===== src/rtl/mblock_responder.sv =====
// Memory-block target endpoint: takes one request at a time, routes it to RAM,
// boot ROM, I/O or the constant source, and returns data/error on a handshake.
module mblock_responder #(
  parameter int DATA_WIDTH   = 8,
  parameter int RAM_LATENCY  = 1,
  parameter int BROM_LATENCY = 2,
  parameter int IO_TIMEOUT   = 15
) (
  input  logic                  clk,
  input  logic                  reset_n,
  input  logic                  req_valid,
  output logic                  req_ready,
  input  logic [1:0]            req_selector,
  input  logic [15:0]           req_address,
  input  logic                  req_is_write,
  input  logic [DATA_WIDTH-1:0] req_wdata,
  output logic                  resp_valid,
  input  logic                  resp_ready,
  output logic [DATA_WIDTH-1:0] resp_rdata,
  output logic                  resp_error,
  output logic                  ram_en,
  output logic                  ram_we,
  output logic [15:0]           ram_addr,
  output logic [DATA_WIDTH-1:0] ram_wdata,
  input  logic [DATA_WIDTH-1:0] ram_rdata,
  output logic                  brom_en,
  output logic [15:0]           brom_addr,
  input  logic [DATA_WIDTH-1:0] brom_rdata,
  output logic                  io_valid,
  output logic                  io_we,
  output logic [15:0]           io_addr,
  output logic [DATA_WIDTH-1:0] io_wdata,
  input  logic                  io_ready,
  input  logic [DATA_WIDTH-1:0] io_rdata
);

  localparam logic [1:0] SEL_RAM  = 2'd0;
  localparam logic [1:0] SEL_BROM = 2'd1;
  localparam logic [1:0] SEL_IO   = 2'd2;

  localparam int MAX_RB  = (RAM_LATENCY > BROM_LATENCY) ? RAM_LATENCY : BROM_LATENCY;
  localparam int CNT_MAX = (MAX_RB > IO_TIMEOUT) ? MAX_RB : IO_TIMEOUT;
  localparam int CNT_W   = (CNT_MAX > 1) ? $clog2(CNT_MAX) : 1;
  localparam logic [CNT_W-1:0] RAM_LAST  = CNT_W'(RAM_LATENCY - 1);
  localparam logic [CNT_W-1:0] BROM_LAST = CNT_W'(BROM_LATENCY - 1);
  localparam logic [CNT_W-1:0] IO_LAST   = CNT_W'(IO_TIMEOUT - 1);
  localparam int CONST_W = (DATA_WIDTH < 16) ? DATA_WIDTH : 16;

  typedef enum logic [2:0] {IDLE, ACCESS, WAIT, IO, RESP} state_t;

  state_t                state_reg, state_next;
  logic [1:0]            sel_reg;
  logic [15:0]           addr_reg;
  logic                  we_reg;
  logic [DATA_WIDTH-1:0] wdata_reg;
  logic [DATA_WIDTH-1:0] rdata_reg, rdata_next;
  logic                  error_reg, error_next;
  logic [CNT_W-1:0]      cnt_reg, cnt_next;
  logic                  accept;

  assign accept = req_valid && (state_reg == IDLE);

  always_ff @(posedge clk or negedge reset_n) begin
    if (!reset_n) begin
      state_reg <= IDLE;
      sel_reg   <= '0;
      addr_reg  <= '0;
      we_reg    <= 1'b0;
      wdata_reg <= '0;
      rdata_reg <= '0;
      error_reg <= 1'b0;
      cnt_reg   <= '0;
    end else begin
      state_reg <= state_next;
      rdata_reg <= rdata_next;
      error_reg <= error_next;
      cnt_reg   <= cnt_next;
      if (accept) begin
        sel_reg   <= req_selector;
        addr_reg  <= req_address;
        we_reg    <= req_is_write;
        wdata_reg <= req_wdata;
      end
    end
  end

  always_comb begin
    state_next = state_reg;
    rdata_next = rdata_reg;
    error_next = error_reg;
    cnt_next   = cnt_reg;
    req_ready  = 1'b0;
    resp_valid = 1'b0;
    ram_en     = 1'b0;
    brom_en    = 1'b0;
    io_valid   = 1'b0;
    case (state_reg)
      IDLE: begin
        req_ready  = 1'b1;
        rdata_next = '0;
        error_next = 1'b0;
        cnt_next   = '0;
        if (req_valid) state_next = (req_selector == SEL_IO) ? IO : ACCESS;
      end
      ACCESS: begin
        ram_en  = (sel_reg == SEL_RAM);
        brom_en = (sel_reg == SEL_BROM) && !we_reg;
        case (sel_reg)
          SEL_RAM: state_next = WAIT;
          SEL_BROM: begin
            if (we_reg) begin
              error_next = 1'b1;
              state_next = RESP;
            end else begin
              state_next = WAIT;
            end
          end
          default: begin
            // Constant source: the low address bits are the data; writes are rejected.
            error_next = we_reg;
            rdata_next = we_reg ? '0 : DATA_WIDTH'(addr_reg[CONST_W-1:0]);
            state_next = RESP;
          end
        endcase
      end
      WAIT: begin
        if (cnt_reg == ((sel_reg == SEL_RAM) ? RAM_LAST : BROM_LAST)) begin
          state_next = RESP;
          if (sel_reg == SEL_RAM) rdata_next = we_reg ? '0 : ram_rdata;
          else                    rdata_next = brom_rdata;
        end else begin
          cnt_next = cnt_reg + 1'b1;
        end
      end
      IO: begin
        io_valid = 1'b1;
        // A ready on the final allowed edge still wins over the timeout.
        if (io_ready) begin
          rdata_next = we_reg ? '0 : io_rdata;
          state_next = RESP;
        end else if (cnt_reg == IO_LAST) begin
          error_next = 1'b1;
          rdata_next = '0;
          state_next = RESP;
        end else begin
          cnt_next = cnt_reg + 1'b1;
        end
      end
      RESP: begin
        resp_valid = 1'b1;
        if (resp_ready) state_next = IDLE;
      end
      default: state_next = IDLE;
    endcase
  end

  assign ram_we     = ram_en & we_reg;
  assign ram_addr   = ram_en ? addr_reg : '0;
  assign ram_wdata  = ram_en ? wdata_reg : '0;
  assign brom_addr  = brom_en ? addr_reg : '0;
  assign io_we      = io_valid & we_reg;
  assign io_addr    = io_valid ? addr_reg : '0;
  assign io_wdata   = io_valid ? wdata_reg : '0;
  assign resp_rdata = resp_valid ? rdata_reg : '0;
  assign resp_error = resp_valid & error_reg;

endmodule


===== config.mk =====
export PLATFORM = sky130hd
export DESIGN_NAME = mblock_responder
export DESIGN_NICKNAME = d
export VERILOG_FILES = /design/src/rtl/mblock_responder.sv
export SDC_FILE = /design/constraint.sdc
export NUM_CORES = 1
export LEC_CHECK = 0
export ABC_CLOCK_PERIOD_IN_PS = 1890
export CORE_ASPECT_RATIO = 1.1
export CORE_MARGIN = 10
export CORE_UTILIZATION = 37
export CTS_CLUSTER_SIZE = 40
export DETAILED_ROUTE_END_ITERATION = 6
export PLACE_DENSITY = 0.77
export SYNTH_ARGS = -nofsm -noshare
export SYNTH_HDL_FRONTEND = slang
export SYNTH_SLANG_ARGS = --single-unit

===== constraint.sdc =====
create_clock -name clk -period 1.89 [get_ports clk]
set_input_delay 0.189 -clock clk [delete_from_list [all_inputs] [get_ports clk]]
set_output_delay 0.189 -clock clk [all_outputs]
set_load 0.01 [all_outputs]

==> impl_metrics.ini, run 1 <==
[grt]
first_global_vias = 2853
busiest_layer = met2
grt_pass1_wl_um = 15300
maximum_number_of_pins_on_one_net_before_global_route_repair = 30
grt.overflow.total = 0
groute.layer.met1.usage_pct = 19.4
grt_usage_pct = 17.4
global_routing_usage_on_met2_pct = 29.8
global_route.usage.met3_pct = 7.60
grt_antenna_before_repair = 0

[detailed_routing]
drt_first_iter_violations = 73
avgRoutedWirePerCell_um = 19.4
num_vias = 2616
detail-route-antenna-nets = 0
drt_drc_violations_left = 0
avgViaCountPerCell = 5.03
drt_wl_total_um = 10100
drtPass1Iterations = 4

[timing]
unrepaired_setup_endpoints_after_global_routing = yes
maxSlewViolCount = 0
finClkSkew_ns = 0.00631
final.setup.tns_ns = -12.09
timing_worst_slew_pin_value_ns = 0.508
fin_worst_hold_slack_ns = 0.386
hold_viol = 0
timing.fmax_mhz = 444
maxSlewHeadroom_pct = 65.9
final_critical_path_setup_slack_ns = -0.362
period_share_pct = 119
timing.final.setup_violations = 53
period_needed_ns = 2.25

[yosys]
async_reset_ff_share_pct = 100
yosys-top-cells-count = 68 x sky130_fd_sc_hd__and2_1, 43 x sky130_fd_sc_hd__dfrtp_1, 28 x sky130_fd_sc_hd__mux2_2
netlist_area_um2 = 2700
yosys.cell_count.top_type = sky130_fd_sc_hd__and2_1
ys_ff_latch = 43
synthDominantCellAreaShare_pct = 39.8
post_synthesis_net_count = 319
number_of_synthesized_flops_with_an_enable_pin = 0
cell_variety_after_synth = 37
post_synth_inst_count = 261
syn-mean-instance-area_um2 = 10.3
ys_seq_area_share_pct = 39.8
yosys.area.top_type = sky130_fd_sc_hd__dfrtp_1
synth.area.top_cells = sky130_fd_sc_hd__dfrtp_1 40%, sky130_fd_sc_hd__and2_1 16%, sky130_fd_sc_hd__mux2_2 12%
primary_ff_master_synth = sky130_fd_sc_hd__dfrtp_1
yosysWarningCount = 0

[finish]
layout-drive-gt1-share_pct = 41.8
syn2layout_area_growth_pct = 74.6
largest_reg_flops = 16
finalNetCount = 492
final_instance_area_um2 = 4720
fillerInstances = 548
antenna_cells_inserted = 0

[pwr]
p_comb_share_pct = 57.1
peakVddDrop_uv = 654
power.clock.fraction_pct = 11.1
switching_share_pct = 38.2
total_design_power_w = 0.00529
power_per_cell_area_nw_per_um2 = 1120
power.static_leakage_nw = 2.62
seq_power_share_pct = 31.8
p_sw_w = 0.00202
cell_int_power_w = 0.00327

[setup_path]
worstSetupStartpointType = flop
worstPathCellList = or3b_4 > nor4b_4 > buf_4 > buf_6 > buf_6 > and2_4 > buf_6
worstReg2RegEnd = rdata_reg[5]
worst-path-max-fanout = 5
critical-path-top-delay-family = simple AND/OR/NAND/NOR gates
critPathArrivalTime_ns = 2.06
worst-endpoint-required_ns = 1.70
worstSetupPathType = reg2out
r2r_setup_slack_ns = -0.11
cp_common_cell = sky130_fd_sc_hd__buf_6
worst_r2r_path_depth = 6
critical_path.slowest_cell = sky130_fd_sc_hd__or3b_4
critical_path.endpoint_type = output port
cp-endpoint = brom_addr[3]
critical_path_cell_count = 7
cpPeakStageDelay_ns = 0.43
critical_path_buf_inv_count = 4
critical_path.startpoint = state_reg[1]
worst_reg2reg_path_startpoint = sel_reg[1]

[clock_tree]
ctsRootBufferMaster = sky130_fd_sc_hd__clkbuf_8
clock_sink_count = 43
clk-insertion-delay-late_ns = 0.30
cts_tree = done
htree_num_levels = 2
cts_buffers = 5
cts.clk_slew.worst_paths_ns = 0.09
clock_tree.buffer_depth = 2

[floorplan]
fp.coreArea_um2 = 7050
floorplan.io_pins = 136
die_height_um = 110
floorplan.rows = 32
die_area_um2 = 11100
initial_core_util_pct = 38.3
die_width_um = 101

[place]
preCtsSetupSlack_ns = -0.350
placement.io_buffers = 135
placed_cell_area_um2 = 4330
detailed_place_hpwl_um = 7320
finalWeightedCongestion = 0.796

[run_status]
outcome = finished, violations left
violated_checks = setup timing

[run]
maxCapViolCount = 0

[hold_path]
min_path_type = in2async
metrics by stage:
stage,util [%],instances
2_1_floorplan,-,261
3_3_place_gp,61.4,492
3_5_place_dp,61.4,492
4_1_cts,64.3,520
5_1_grt,66.9,520
6_report,66.9,520
area by class of cell:
type / instances / area (um^2) / area share (%)
Timing Repair Buffer: 186 / 1770 / 37.6
Multi-Input combinational cell: 194 / 1660 / 35.2
Sequential cell: 43 / 1080 / 22.8
Tap cell: 85 / 106 / 2.25
Clock buffer: 6 / 72.6 / 1.54
Inverter: 4 / 15.0 / 0.318
Clock inverter: 2 / 12.5 / 0.265
what timing repair did:
action                                  in CTS  in global routing
hold buffers                                 1                  0
buffers inserted                            14                  3
pin swaps                                    8                 10
hold endpoints to repair                    14                  0
endpoints found under the setup margin      94                 94
gates resized for setup                    227                 82
gates cloned                                 5                  0
power by group through the flow:
stage          registers [W]  clock network [W]  logic, W
2_1_floorplan        0.00153                  0   0.00167
3_3_place_gp         0.00166                  0   0.00259
3_5_place_dp         0.00168                  0   0.00267
4_1_cts              0.00168           0.000610   0.00289
5_1_grt              0.00175           0.000653   0.00324
6_report             0.00168           0.000586   0.00302
placed cells by master, fill, tap and decap left out, types with 5 or more instances in the layout:
cell type / n
sky130_fd_sc_hd__a21oi_1: 10
sky130_fd_sc_hd__a221o_1: 8
sky130_fd_sc_hd__and2_1: 52
sky130_fd_sc_hd__and2_4: 16
sky130_fd_sc_hd__and3_1: 9
sky130_fd_sc_hd__buf_2: 28
sky130_fd_sc_hd__buf_4: 28
sky130_fd_sc_hd__buf_6: 37
sky130_fd_sc_hd__clkbuf_2: 5
sky130_fd_sc_hd__clkbuf_8: 5
sky130_fd_sc_hd__clkdlybuf4s50_1: 54
sky130_fd_sc_hd__dfrtp_1: 43
sky130_fd_sc_hd__dlymetal6s2s_1: 25
sky130_fd_sc_hd__mux2_2: 28
sky130_fd_sc_hd__mux2_4: 8
sky130_fd_sc_hd__nand2b_1: 8
sky130_fd_sc_hd__nand3_1: 10
worst min-delay path by stage:
stage | start | to | slack, ns | cells after the start
final | reset_n | addr_reg[9] | 0.39 | 2
after global placement | reset_n | we_reg | 0.12 | 1
after floorplan | reset_n | addr_reg[0] | -0.11 | 0
after detailed placement | reset_n | addr_reg[9] | 0.13 | 1
after CTS | reset_n | addr_reg[9] | 0.38 | 2
after global routing | reset_n | addr_reg[9] | 0.40 | 2
per-layer routing:
layer | share of wire [%] | routed length (um) | vias up
li1 | - | - | 1257
met1 | 38 | 3840 | 1260
met2 | 51 | 5180 | 89
met3 | 9.4 | 947 | 10
met4 | 1.2 | 117 | 0
met5 | 0 | 0 | -
cells by family (layout without fill, tap and decap cells):
group                      count (synthesis)  after routing  synth area share [%]
muxes                                     37             37                  16.5
DFF                                       43             43                  39.8
buffers and inverters                     24            198                  3.89
and+or+nand+nor                          118            118                  27.7
xor gates and xnor gates                   1              1                 0.324
adders and majority gates                  2              2                 0.926
AOI/OAI and AO/OA                         36             36                  10.9
Power figures use the tool's default switching activity.
==> run 2, diff against run 1 <==
- ABC_CLOCK_PERIOD_IN_PS: 1890 -> default
- PLACE_DENSITY: 0.77 -> default
- PLACE_DENSITY_LB_ADDON: default -> 0.05
==> run 2 against run 1 <==
  * The flow still finishes with violations (setup timing)
  * Critical path depth down 1
  * Non-clock buffer count down 3
  * Sequential power about the same
  * Core utilization up 1.1 points
  * Register-to-register slack about the same
  * Critical path type unchanged
==> impl_metrics.ini, run 2 (synthesized netlist as in run 1, its figures left out) <==
[run_status]
outcome = finished, violations left
violated_checks = setup timing

[grt]
grt_antenna_before_repair = 0
grt_pass1_wl_um = 14800
first_global_vias = 2745
maximum_number_of_pins_on_one_net_before_global_route_repair = 29
grt.overflow.total = 0
grt_usage_pct = 16.7

[setup_path]
worstPathCellList = or3b_4 > nor4b_4 > buf_4 > buf_6 > and2_4 > buf_6
r2r_setup_slack_ns = -0.10
worst_r2r_path_depth = 6
critical_path.slowest_cell = sky130_fd_sc_hd__dfrtp_2
critical_path_buf_inv_count = 3
worst_reg2reg_path_startpoint = sel_reg[1]
critical_path.endpoint_type = output port
critical_path.startpoint = state_reg[1]
cpPeakStageDelay_ns = 0.44
critical-path-top-delay-family = simple AND/OR/NAND/NOR gates
worstSetupStartpointType = flop
worstReg2RegEnd = cnt_reg[1]
cp-endpoint = brom_addr[4]
cp_common_cell = sky130_fd_sc_hd__buf_6
critPathArrivalTime_ns = 2.02
worst-path-max-fanout = 6
worst-endpoint-required_ns = 1.70
critical_path_cell_count = 6
worstSetupPathType = reg2out

[pwr]
peakVddDrop_uv = 730
power_per_cell_area_nw_per_um2 = 1120
total_design_power_w = 0.00538
power.static_leakage_nw = 2.60

[timing]
maxSlewHeadroom_pct = 52.9
unrepaired_setup_endpoints_after_global_routing = yes
period_needed_ns = 2.21
hold_viol = 0
timing.final.setup_violations = 54
finClkSkew_ns = 0.00696
maxSlewViolCount = 0
period_share_pct = 117
final_critical_path_setup_slack_ns = -0.319
timing.fmax_mhz = 453
timing_worst_slew_pin_value_ns = 0.705

[floorplan]
floorplan.rows = 32
floorplan.io_pins = 136
die_area_um2 = 11100
initial_core_util_pct = 38.3
fp.coreArea_um2 = 7050
die_width_um = 101
die_height_um = 110

[place]
placement.io_buffers = 135
finalWeightedCongestion = 0.818
detailed_place_hpwl_um = 7040
placed_cell_area_um2 = 4320
preCtsSetupSlack_ns = -0.352

[finish]
antenna_cells_inserted = 0
most-common-layout-cells = 54 x sky130_fd_sc_hd__clkdlybuf4s50_1, 43 x sky130_fd_sc_hd__buf_6, 42 x sky130_fd_sc_hd__dfrtp_1, 39 x sky130_fd_sc_hd__and2_1, 29 x sky130_fd_sc_hd__and2_4
final_instance_area_um2 = 4800
layout-drive-gt1-share_pct = 44.4
finalNetCount = 489
fillerInstances = 570
most_common_library_cell_in_the_layout_ignoring_fill_and_taps = sky130_fd_sc_hd__clkdlybuf4s50_1
syn2layout_area_growth_pct = 77.5
largest_reg_flops = 16

[detailed_routing]
avgViaCountPerCell = 5.05
num_vias = 2612
detail-route-antenna-nets = 0
avgRoutedWirePerCell_um = 19.1
drt_wl_total_um = 9890
drt_drc_violations_left = 0
drt_first_iter_violations = 80
drtPass1Iterations = 4

[clock_tree]
ctsRootBufferMaster = sky130_fd_sc_hd__clkbuf_8
clk-insertion-delay-late_ns = 0.30
cts.clk_slew.worst_paths_ns = 0.09
cts_buffers = 5
htree_num_levels = 2
clock_tree.buffer_depth = 2
cts_tree = done
clock_sink_count = 43

[hold_path]
min_path_type = in2async

[run]
maxCapViolCount = 0
[run 2: changes by cell type in the layout (fill, tap and decap cells not counted), sizes merged]
cell / change
buf: -7
clkbuf: +7
clkdlybuf4s15: -2
dlymetal6s2s: -2
dlygate4sd2: +1
[run 2: per-layer routing]
layer	GRT usage [%]	part of all wire [%]	up-vias
li1	-	-	1252
met1	19.1	39	1259
met2	27.5	50	91
met3	8.29	10	10
met4	3.29	0.72	0
met5	0	0	-
[run 2: through the flow]
| step | setup TNS (ns) | utilization, % | std cells | hold WS, ns |
|---|---|---|---|---|
| finish | -11.77 | 68.1 | 517 | 0.397 |
| detailed placement | -13.70 | 61.3 | 488 | 0.193 |
| global route | -14.76 | 68.1 | 517 | 0.444 |
| CTS | -19.02 | 63.4 | 509 | 0.414 |
| floorplan | -0.0686 | - | 261 | -0.107 |
| global placement | -12.90 | 61.3 | 488 | 0.196 |
[run 2: area by class of cell]
class	instances	area [um^2]	share of cell area (%)
repair buffers	183	1840	38.4
multi-input cells	194	1670	34.8
flip-flops and latches	43	1080	22.5
well taps	85	106	2.22
clock buffers	6	72.6	1.51
inverters	4	15.0	0.313
clock inverters	2	12.5	0.261
[run 2: worst reg2reg max path: stages (launching register included)]
cell and delay, ns:
sky130_fd_sc_hd__dfrtp_1 0.40, sky130_fd_sc_hd__buf_6 0.13, sky130_fd_sc_hd__or3_4 0.39, sky130_fd_sc_hd__a2111oi_4 0.39, sky130_fd_sc_hd__buf_4 0.21, sky130_fd_sc_hd__nor3_4 0.05
sky130_fd_sc_hd__mux2_4 0.30
[run 2: how the worst min path moves through the flow]
stage | startpoint | end | slack [ns] | cells past startpoint
5_1_grt | reset_n | addr_reg[11] | 0.44 | 2
6_report | reset_n | cnt_reg[2] | 0.40 | 2
3_3_place_gp | reset_n | error_reg | 0.20 | 1
2_1_floorplan | reset_n | addr_reg[0] | -0.11 | 0
4_1_cts | reset_n | cnt_reg[2] | 0.41 | 2
3_5_place_dp | reset_n | error_reg | 0.19 | 1
[run 2: report_power, final]
part	leakage [nW]	switching, W	total (W)	internal (W)
registers	0.532	0.000368	0.00168	0.00131
logic	2.03	0.00131	0.00311	0.00180
clock network	0.0412	0.000334	0.000593	0.000259
[run 2: repair_timing]
action | in CTS | in global routing
hold endpoints to repair | 20 | 0
resized for setup | 225 | 112
gates cloned | 2 | 4
endpoints found under the setup margin | 88 | 84
buffers inserted | 10 | 8
pin swaps | 11 | 8
hold buffers | 1 | 0
